--- config.mk ---
export PLATFORM = sky130hd
export DESIGN_NAME = regfile_wb_queue_flat
export DESIGN_NICKNAME = d
export VERILOG_FILES = /design/src/rtl/regfile_wb_queue_pkg.sv /design/src/rtl/regfile_wb_queue_if.sv /design/src/rtl/regfile_wb_queue_lookup.sv /design/src/rtl/regfile_wb_queue.sv /design/src/flat_wrapper.sv
export SDC_FILE = /design/constraint.sdc
export NUM_CORES = 1
export LEC_CHECK = 0
export BUFFER_PORTS_ARGS = -buffer_cell sky130_fd_sc_hd__buf_2
export CORE_MARGIN = 5
export CORE_UTILIZATION = 55
export CTS_CLUSTER_DIAMETER = 40
export CTS_CLUSTER_SIZE = 8
export DETAILED_ROUTE_END_ITERATION = 12
export GPL_TIMING_DRIVEN = 0
export HOLD_SLACK_MARGIN = 0.12
export PLACE_DENSITY = 0.83
export SYNTH_ARGS = -nofsm -noshare
export SYNTH_HDL_FRONTEND = slang
export SYNTH_SLANG_ARGS = --single-unit
--- constraint.sdc ---
create_clock -name clk -period 9.89 [get_ports clk]
set_clock_uncertainty 0.1 [all_clocks]
set_input_delay 1.978 -clock clk [delete_from_list [all_inputs] [get_ports clk]]
set_output_delay 1.978 -clock clk [all_outputs]
set_load 0.03 [all_outputs]
--- src/rtl/regfile_wb_queue_pkg.sv ---
// Shared widths and the queue entry type for the register file writeback queue.
package regfile_wb_pkg;

  localparam int XLEN = 32;
  localparam int RA_W = 5;

  typedef struct packed {
    logic [RA_W-1:0] rd;
    logic [XLEN-1:0] data;
  } wb_entry_t;

endpackage

--- src/rtl/regfile_wb_queue_if.sv ---
// Bundle of the writeback, register-file-port and decode-lookup signals around the queue.
// The master side is whoever drives requests and lookups; the slave side is the queue.
interface regfile_wb_queue_if #(
  parameter int DEPTH = 4
);
  import regfile_wb_pkg::*;

  localparam int CNT_W = $clog2(DEPTH + 1);

  logic             in_valid;
  logic             in_ready;
  logic [RA_W-1:0]  in_rd;
  logic [XLEN-1:0]  in_data;

  logic             rf_ready;
  logic             rf_we;
  logic [RA_W-1:0]  rf_wn;
  logic [XLEN-1:0]  rf_data;

  logic [RA_W-1:0]  rs1;
  logic [RA_W-1:0]  rs2;
  logic             hit1;
  logic             hit2;
  logic [XLEN-1:0]  fwd1;
  logic [XLEN-1:0]  fwd2;

  logic [CNT_W-1:0] count;

  modport master (
    output in_valid, in_rd, in_data, rf_ready, rs1, rs2,
    input  in_ready, rf_we, rf_wn, rf_data, hit1, hit2, fwd1, fwd2, count
  );

  modport slave (
    input  in_valid, in_rd, in_data, rf_ready, rs1, rs2,
    output in_ready, rf_we, rf_wn, rf_data, hit1, hit2, fwd1, fwd2, count
  );

endinterface

--- src/rtl/regfile_wb_queue_lookup.sv ---
// Forwarding search: finds the youngest valid queue entry whose rd matches the
// requested register. x0 never hits because it is never a real pending write.
module wb_lookup
  import regfile_wb_pkg::*;
#(
  parameter int DEPTH = 4
) (
  input  wb_entry_t [DEPTH-1:0]        entries,
  input  logic      [DEPTH-1:0]        valid,
  input  logic      [$clog2(DEPTH)-1:0] rd_ptr,
  input  logic      [RA_W-1:0]         rs,
  output logic                         hit,
  output logic      [XLEN-1:0]         fwd
);

  localparam int PTR_W = $clog2(DEPTH);

  logic [PTR_W-1:0] idx;

  // Walk oldest to newest from the head so a later (younger) match overrides an earlier one.
  always_comb begin
    hit = 1'b0;
    fwd = '0;
    idx = rd_ptr;
    for (int i = 0; i < DEPTH; i++) begin
      idx = rd_ptr + PTR_W'(i);
      if ((rs != '0) && valid[idx] && (entries[idx].rd == rs)) begin
        hit = 1'b1;
        fwd = entries[idx].data;
      end
    end
  end

endmodule

--- src/rtl/regfile_wb_queue.sv ---
// Writeback queue in front of the register file write port. Retiring results are
// buffered and drained in order, one per cycle while the write port is free, and
// decode can look up pending values through two forwarding ports.
module regfile_wb_queue
  import regfile_wb_pkg::*;
#(
  parameter int DEPTH = 4
) (
  input  logic              clk,
  input  logic              rst_n,
  regfile_wb_queue_if.slave bus
);

  localparam int PTR_W = $clog2(DEPTH);
  localparam int CNT_W = $clog2(DEPTH + 1);

  wb_entry_t [DEPTH-1:0] entries;
  logic      [DEPTH-1:0] valid;
  logic      [PTR_W-1:0] rd_ptr;
  logic      [PTR_W-1:0] wr_ptr;
  logic      [CNT_W-1:0] count_q;

  logic full;
  logic empty;
  logic push;
  logic store;
  logic pop;

  assign full  = (count_q == CNT_W'(DEPTH));
  assign empty = (count_q == '0);

  // in_ready depends only on registered occupancy, so a pop never opens a slot in the same cycle.
  assign push  = bus.in_valid && !full;
  assign store = push && (bus.in_rd != '0);
  assign pop   = !empty && bus.rf_ready;

  assign bus.in_ready = !full;
  assign bus.rf_we    = pop;
  assign bus.rf_wn    = empty ? '0 : entries[rd_ptr].rd;
  assign bus.rf_data  = empty ? '0 : entries[rd_ptr].data;
  assign bus.count    = count_q;

  // Pointers, occupancy and valid bits; reset discards anything still pending.
  always_ff @(posedge clk or negedge rst_n) begin
    if (!rst_n) begin
      rd_ptr  <= '0;
      wr_ptr  <= '0;
      count_q <= '0;
      valid   <= '0;
    end else begin
      if (store) begin
        wr_ptr        <= wr_ptr + PTR_W'(1);
        valid[wr_ptr] <= 1'b1;
      end
      if (pop) begin
        rd_ptr        <= rd_ptr + PTR_W'(1);
        valid[rd_ptr] <= 1'b0;
      end
      case ({store, pop})
        2'b10:   count_q <= count_q + CNT_W'(1);
        2'b01:   count_q <= count_q - CNT_W'(1);
        default: count_q <= count_q;
      endcase
    end
  end

  // Entry payload storage; contents are only meaningful where the valid bit is set.
  always_ff @(posedge clk) begin
    if (store) begin
      entries[wr_ptr] <= '{rd: bus.in_rd, data: bus.in_data};
    end
  end

  wb_lookup #(.DEPTH(DEPTH)) u_lookup1 (
    .entries (entries),
    .valid   (valid),
    .rd_ptr  (rd_ptr),
    .rs      (bus.rs1),
    .hit     (bus.hit1),
    .fwd     (bus.fwd1)
  );

  wb_lookup #(.DEPTH(DEPTH)) u_lookup2 (
    .entries (entries),
    .valid   (valid),
    .rd_ptr  (rd_ptr),
    .rs      (bus.rs2),
    .hit     (bus.hit2),
    .fwd     (bus.fwd2)
  );

endmodule

--- src/flat_wrapper.sv ---
// flat-port wrapper written by rule: the top's interface ports become plain ports
module regfile_wb_queue_flat import regfile_wb_pkg::*;
#(
  parameter int DEPTH = 4
)
  (clk, rst_n, bus_in_valid, bus_in_rd, bus_in_data, bus_rf_ready, bus_rs1, bus_rs2, bus_in_ready, bus_rf_we, bus_rf_wn, bus_rf_data, bus_hit1, bus_hit2, bus_fwd1, bus_fwd2, bus_count);
  regfile_wb_queue_if #(.DEPTH(DEPTH)) bus_i ();
  input  logic clk;
  input  logic rst_n;
  input wire logic [$bits(bus_i.in_valid)-1:0] bus_in_valid;
  input wire logic [$bits(bus_i.in_rd)-1:0] bus_in_rd;
  input wire logic [$bits(bus_i.in_data)-1:0] bus_in_data;
  input wire logic [$bits(bus_i.rf_ready)-1:0] bus_rf_ready;
  input wire logic [$bits(bus_i.rs1)-1:0] bus_rs1;
  input wire logic [$bits(bus_i.rs2)-1:0] bus_rs2;
  output wire logic [$bits(bus_i.in_ready)-1:0] bus_in_ready;
  output wire logic [$bits(bus_i.rf_we)-1:0] bus_rf_we;
  output wire logic [$bits(bus_i.rf_wn)-1:0] bus_rf_wn;
  output wire logic [$bits(bus_i.rf_data)-1:0] bus_rf_data;
  output wire logic [$bits(bus_i.hit1)-1:0] bus_hit1;
  output wire logic [$bits(bus_i.hit2)-1:0] bus_hit2;
  output wire logic [$bits(bus_i.fwd1)-1:0] bus_fwd1;
  output wire logic [$bits(bus_i.fwd2)-1:0] bus_fwd2;
  output wire logic [$bits(bus_i.count)-1:0] bus_count;
  assign bus_i.in_valid = bus_in_valid;
  assign bus_i.in_rd = bus_in_rd;
  assign bus_i.in_data = bus_in_data;
  assign bus_i.rf_ready = bus_rf_ready;
  assign bus_i.rs1 = bus_rs1;
  assign bus_i.rs2 = bus_rs2;
  assign bus_in_ready = bus_i.in_ready;
  assign bus_rf_we = bus_i.rf_we;
  assign bus_rf_wn = bus_i.rf_wn;
  assign bus_rf_data = bus_i.rf_data;
  assign bus_hit1 = bus_i.hit1;
  assign bus_hit2 = bus_i.hit2;
  assign bus_fwd1 = bus_i.fwd1;
  assign bus_fwd2 = bus_i.fwd2;
  assign bus_count = bus_i.count;
  regfile_wb_queue #(.DEPTH(DEPTH)) u_core (.clk(clk), .rst_n(rst_n), .bus(bus_i));
endmodule
==> results.md <==
- The number of inserted filler cells in the final layout is 1528.
- For the pin with the worst max-slew slack, the measured transition is 0.9352 ns.
- The full die area is 0.02404 mm2.
- The number of global-route vias before repair was 8906.
- The first detailed-routing pass took 5 iterations.
- The clock edge transition at the registers on the reported setup and hold paths is 0.07 ns.
- The area used by sequential logic in the layout is 0.004720 mm2.
- The startpoint type of the worst setup path is a flop.
- The final hold slack is 0.4285 ns.
- In this run the biggest area consumer among cell types represents 38.40% of the synthesized area.
- The total clock sinks is 159.
- Synthesis inferred 159 register bits.
- The clock root buffer is sky130_fd_sc_hd__clkbuf_16.
- The number of max-slew violations in the final report was 0.
- The flow ran to the end, and the final reports show no timing, DRC or antenna violations.
- The number of hold buffers added after CTS was 0.
- TritonCTS built the clock tree.
- The total instance count after detailed placement is 1252.
- OpenSTA, run right after detailed placement, puts the worst setup slack at 2.337 ns.
- The post-synthesis cell type count is 41.
- The horizontal extent of the die is 155.1 um.
- Global routing used 27.43% of the available tracks across all layers.
- The cell count after synthesis is 825.
- The ratio of cells with drive above 1 in the final layout is 39.25%.
- The number of antenna violations at the first check in global routing was 4.
- Buffers added to address setup during post-CTS repair amount to 0.
- Clock latency on the worst-skew pair, taken at its later pin, is 0.44 ns.
- Measured on the finished design, the core utilization comes to 63.65%.
- The congestion estimate from routability-driven global placement came to 0.9003.
- The final hold violation count is 0.
- The setup violation total in the final timing report is 0.
- The synthesized netlist occupies a cell area of 0.01157 mm2.
- The category of the most critical setup path is flop to output port.
- The filler-free cell count of the finished design is 1286.
- The maximum number of pins on one net before global-route repair is 25.
- VDD sags by at most 0.1665 mV.
- The detailed placement HPWL is 23.18 mm.
- The number of cell rows is 53.
- Dividing the detail-routed wire length by the instance count gives 25.39 um.
- The number of warnings issued by yosys is 0.
- Setup repair after global routing left no endpoint under its margin.
- The average size of a mapped cell is 14.03 um2.
- STA puts the critical path data arrival time at 6.06 ns.
- For the final routed database, the setup TNS stands at 0 ns.
- Summed over all cells, the static leakage comes to 4.540 nW.
- The commonest cells after synthesis are sky130_fd_sc_hd__mux4_2, sky130_fd_sc_hd__edfxtp_1, sky130_fd_sc_hd__nand2_1, sky130_fd_sc_hd__mux2i_1, sky130_fd_sc_hd__nor2b_1.
- Counting flops with an async set or reset pin after synthesis yields a share of 6.918%.
- The top-level I/O count is 159.
- Of all nets on the critical path, the largest fanout is 10.
- The total wirelength of the detailed-routed design is 32.65 mm.
- The final critical path takes up 82.32% of the cycle.
- The total clock buffers created by CTS is 17.
- The H-tree was split into 4 levels.
- The clock passes through at most 2 buffers.
- The multi-input logic area is 0.006424 mm2.
- The leading area contributor after synthesis is sky130_fd_sc_hd__edfxtp_1.
- Port buffering added 148 buffers.
- The required arrival time at the worst endpoint is 7.81 ns.
- The worst setup path is captured at an output port.
- Counting flops with a built-in enable in the synthesized netlist gives 148.
- Gates resized during post-CTS repair numbered 0.
- In the routed layout, each cell is associated on average with a via count of 6.900.
- The signed area change from the synthesized netlist to the final layout is 14.90%.
- The net count of the mapped netlist is 886.
- The register area share after synthesis is 40.78%.
- For this configuration, the core starts out at a cell density of 55.40%.
- The height of the chip is 155.1 um.
- The net total in the final layout is 1057.
- The min-delay analysis places its worst path in the category flop to flop.
- Across the run, the number of max-cap violations was 0.
- The DRC marker count from the first detailed-route iteration is 1057.
- The clock period minus final worst setup slack is 8.141 ns.
- The count of nets left with antenna violations once routing finished came out at 0.
- The remaining global-route overflow is 0.
- The leading register cell type out of synthesis is sky130_fd_sc_hd__edfxtp_1.
- The via count of the routed design is 8873.
- The DRC violation count after routing is 0.
- The floorplan step defined a core boundary enclosing 0.02089 mm2.
- The least setup slack across all paths after layout is 1.749 ns.
- Derived from the worst setup path, the maximum achievable clock frequency is 0.1228 GHz.
- sky130_fd_sc_hd__mux4_2 is the most common cell in the netlist.
- The relative max-transition margin is 37.65%.
- By area the synthesized netlist is led by sky130_fd_sc_hd__edfxtp_1, sky130_fd_sc_hd__mux4_2, sky130_fd_sc_hd__mux2i_1.
- The wire length of the first global-routing pass is 50.38 mm.
- For this design the ratio of total power to cell area is 365.3 mW/mm2.
[through the flow]
stage                     total power [mW]  instance area, um2
after floorplan                      3.447               11570
after global placement               4.148               12660
after detailed placement             4.226               12740
after CTS                            4.847               13290
after global routing                 5.112               13290
final                                4.857               13300
[sequential cells by signal, indices dropped and copies added (netlist names)]
register,count
u_core.entries,148
u_core.wr_ptr,2
u_core.bus.count,3
u_core.rd_ptr,2
u_core.valid,4
[placed cells by master, fill, tap and decap left out, types with 3 or more instances in the layout]
| master | instances |
|---|---|
| sky130_fd_sc_hd__nor3_1 | 8 |
| sky130_fd_sc_hd__clkinv_4 | 3 |
| sky130_fd_sc_hd__buf_6 | 6 |
| sky130_fd_sc_hd__inv_1 | 8 |
| sky130_fd_sc_hd__a211oi_1 | 10 |
| sky130_fd_sc_hd__a21oi_1 | 3 |
| sky130_fd_sc_hd__and2_2 | 4 |
| sky130_fd_sc_hd__nor2_1 | 11 |
| sky130_fd_sc_hd__clkbuf_16 | 17 |
| sky130_fd_sc_hd__nand4_1 | 8 |
| sky130_fd_sc_hd__nand3b_1 | 6 |
| sky130_fd_sc_hd__dfrtp_1 | 11 |
| sky130_fd_sc_hd__o211ai_1 | 21 |
| sky130_fd_sc_hd__o211ai_2 | 11 |
| sky130_fd_sc_hd__edfxtp_1 | 148 |
| sky130_fd_sc_hd__mux2i_1 | 66 |
| sky130_fd_sc_hd__mux4_2 | 152 |
| sky130_fd_sc_hd__xor2_1 | 13 |
| sky130_fd_sc_hd__inv_6 | 5 |
| sky130_fd_sc_hd__nor2b_1 | 39 |
| sky130_fd_sc_hd__nand3_1 | 36 |
| sky130_fd_sc_hd__buf_4 | 4 |
| sky130_fd_sc_hd__ha_1 | 9 |
| sky130_fd_sc_hd__a2bb2oi_1 | 4 |
| sky130_fd_sc_hd__nand2_1 | 93 |
| sky130_fd_sc_hd__o221ai_1 | 29 |
| sky130_fd_sc_hd__buf_12 | 4 |
| sky130_fd_sc_hd__buf_2 | 177 |
| sky130_fd_sc_hd__nor2_2 | 3 |
| sky130_fd_sc_hd__clkinvlp_4 | 4 |
| sky130_fd_sc_hd__xnor2_1 | 33 |
| sky130_fd_sc_hd__clkbuf_1 | 36 |
| sky130_fd_sc_hd__buf_1 | 7 |
[layout make-up]
cell class	count	share of cell area, %
Sequential cell	159	35.49
Timing Repair Buffer	152	6.173
Buffer	82	3.039
Inverter	8	0.2258
Clock inverter	14	0.8281
Tap cell	275	2.588
Antenna cell	2	0.03764
Clock buffer	18	3.303
Multi-Input combinational cell	576	48.31
[kinds of logic (layout without fill, tap and decap cells)]
kind of cell / Yosys count / after routing / synth area share, %
fa+ha+maj: 10 / 10 / 1.146
simple gates: 217 / 217 / 9.244
buf+inv: 90 / 274 / 3.752
other cells: 0 / 2 / 0
xor+xnor: 46 / 46 / 3.481
compound gates: 85 / 85 / 6.303
mux: 218 / 218 / 35.29
flops: 159 / 159 / 40.78
[metal layers]
| layer | vias up | routed length, um | global-route usage (%) |
|---|---|---|---|
| met4 | 6 | 982 | 10.30 |
| li1 | 3725 | - | - |
| met5 | - | 34 | 0 |
| met3 | 94 | 3726 | 5.229 |
| met2 | 691 | 16020 | 45.27 |
| met1 | 4357 | 11890 | 36.54 |
[worst paths after layout]
path	cells past startpoint	from	to	slack, ns
worst min register to register	1	u_core.bus.count[2]	u_core.bus.count[2]	0.43
worst min-delay path	1	u_core.bus.count[2]	u_core.bus.count[2]	0.43
worst max-delay path	15	u_core.rd_ptr[1]	bus_fwd1[17]	1.75
worst max register to register	12	u_core.rd_ptr[1]	u_core.rd_ptr[1]	5.02
max in group asynchronous	1	rst_n	u_core.valid[2]	8.18
min in group asynchronous	1	rst_n	u_core.bus.count[2]	1.30
[critical path: stages (launching register included)]
cell	delay, ns
sky130_fd_sc_hd__dfrtp_1	0.53
sky130_fd_sc_hd__buf_2	0.35
sky130_fd_sc_hd__clkbuf_1	0.53
sky130_fd_sc_hd__clkbuf_1	0.58
sky130_fd_sc_hd__inv_1	0.19
sky130_fd_sc_hd__ha_1	0.37
sky130_fd_sc_hd__buf_2	0.30
sky130_fd_sc_hd__buf_4	0.28
sky130_fd_sc_hd__mux2i_1	0.26
sky130_fd_sc_hd__xor2_1	0.25
sky130_fd_sc_hd__o2111ai_1	0.22
sky130_fd_sc_hd__a211oi_2	0.66
sky130_fd_sc_hd__clkbuf_1	0.50
sky130_fd_sc_hd__nand2_1	0.12
sky130_fd_sc_hd__o211ai_1	0.19
sky130_fd_sc_hd__buf_2	0.27
[power breakdown]
group	switching (mW)	total [mW]	internal (mW)
logic	1.86	3.23	1.37
registers	0.117	1.01	0.896
clock network	0.282	0.613	0.331
Note: power is estimated with default switching activity, not from simulation.
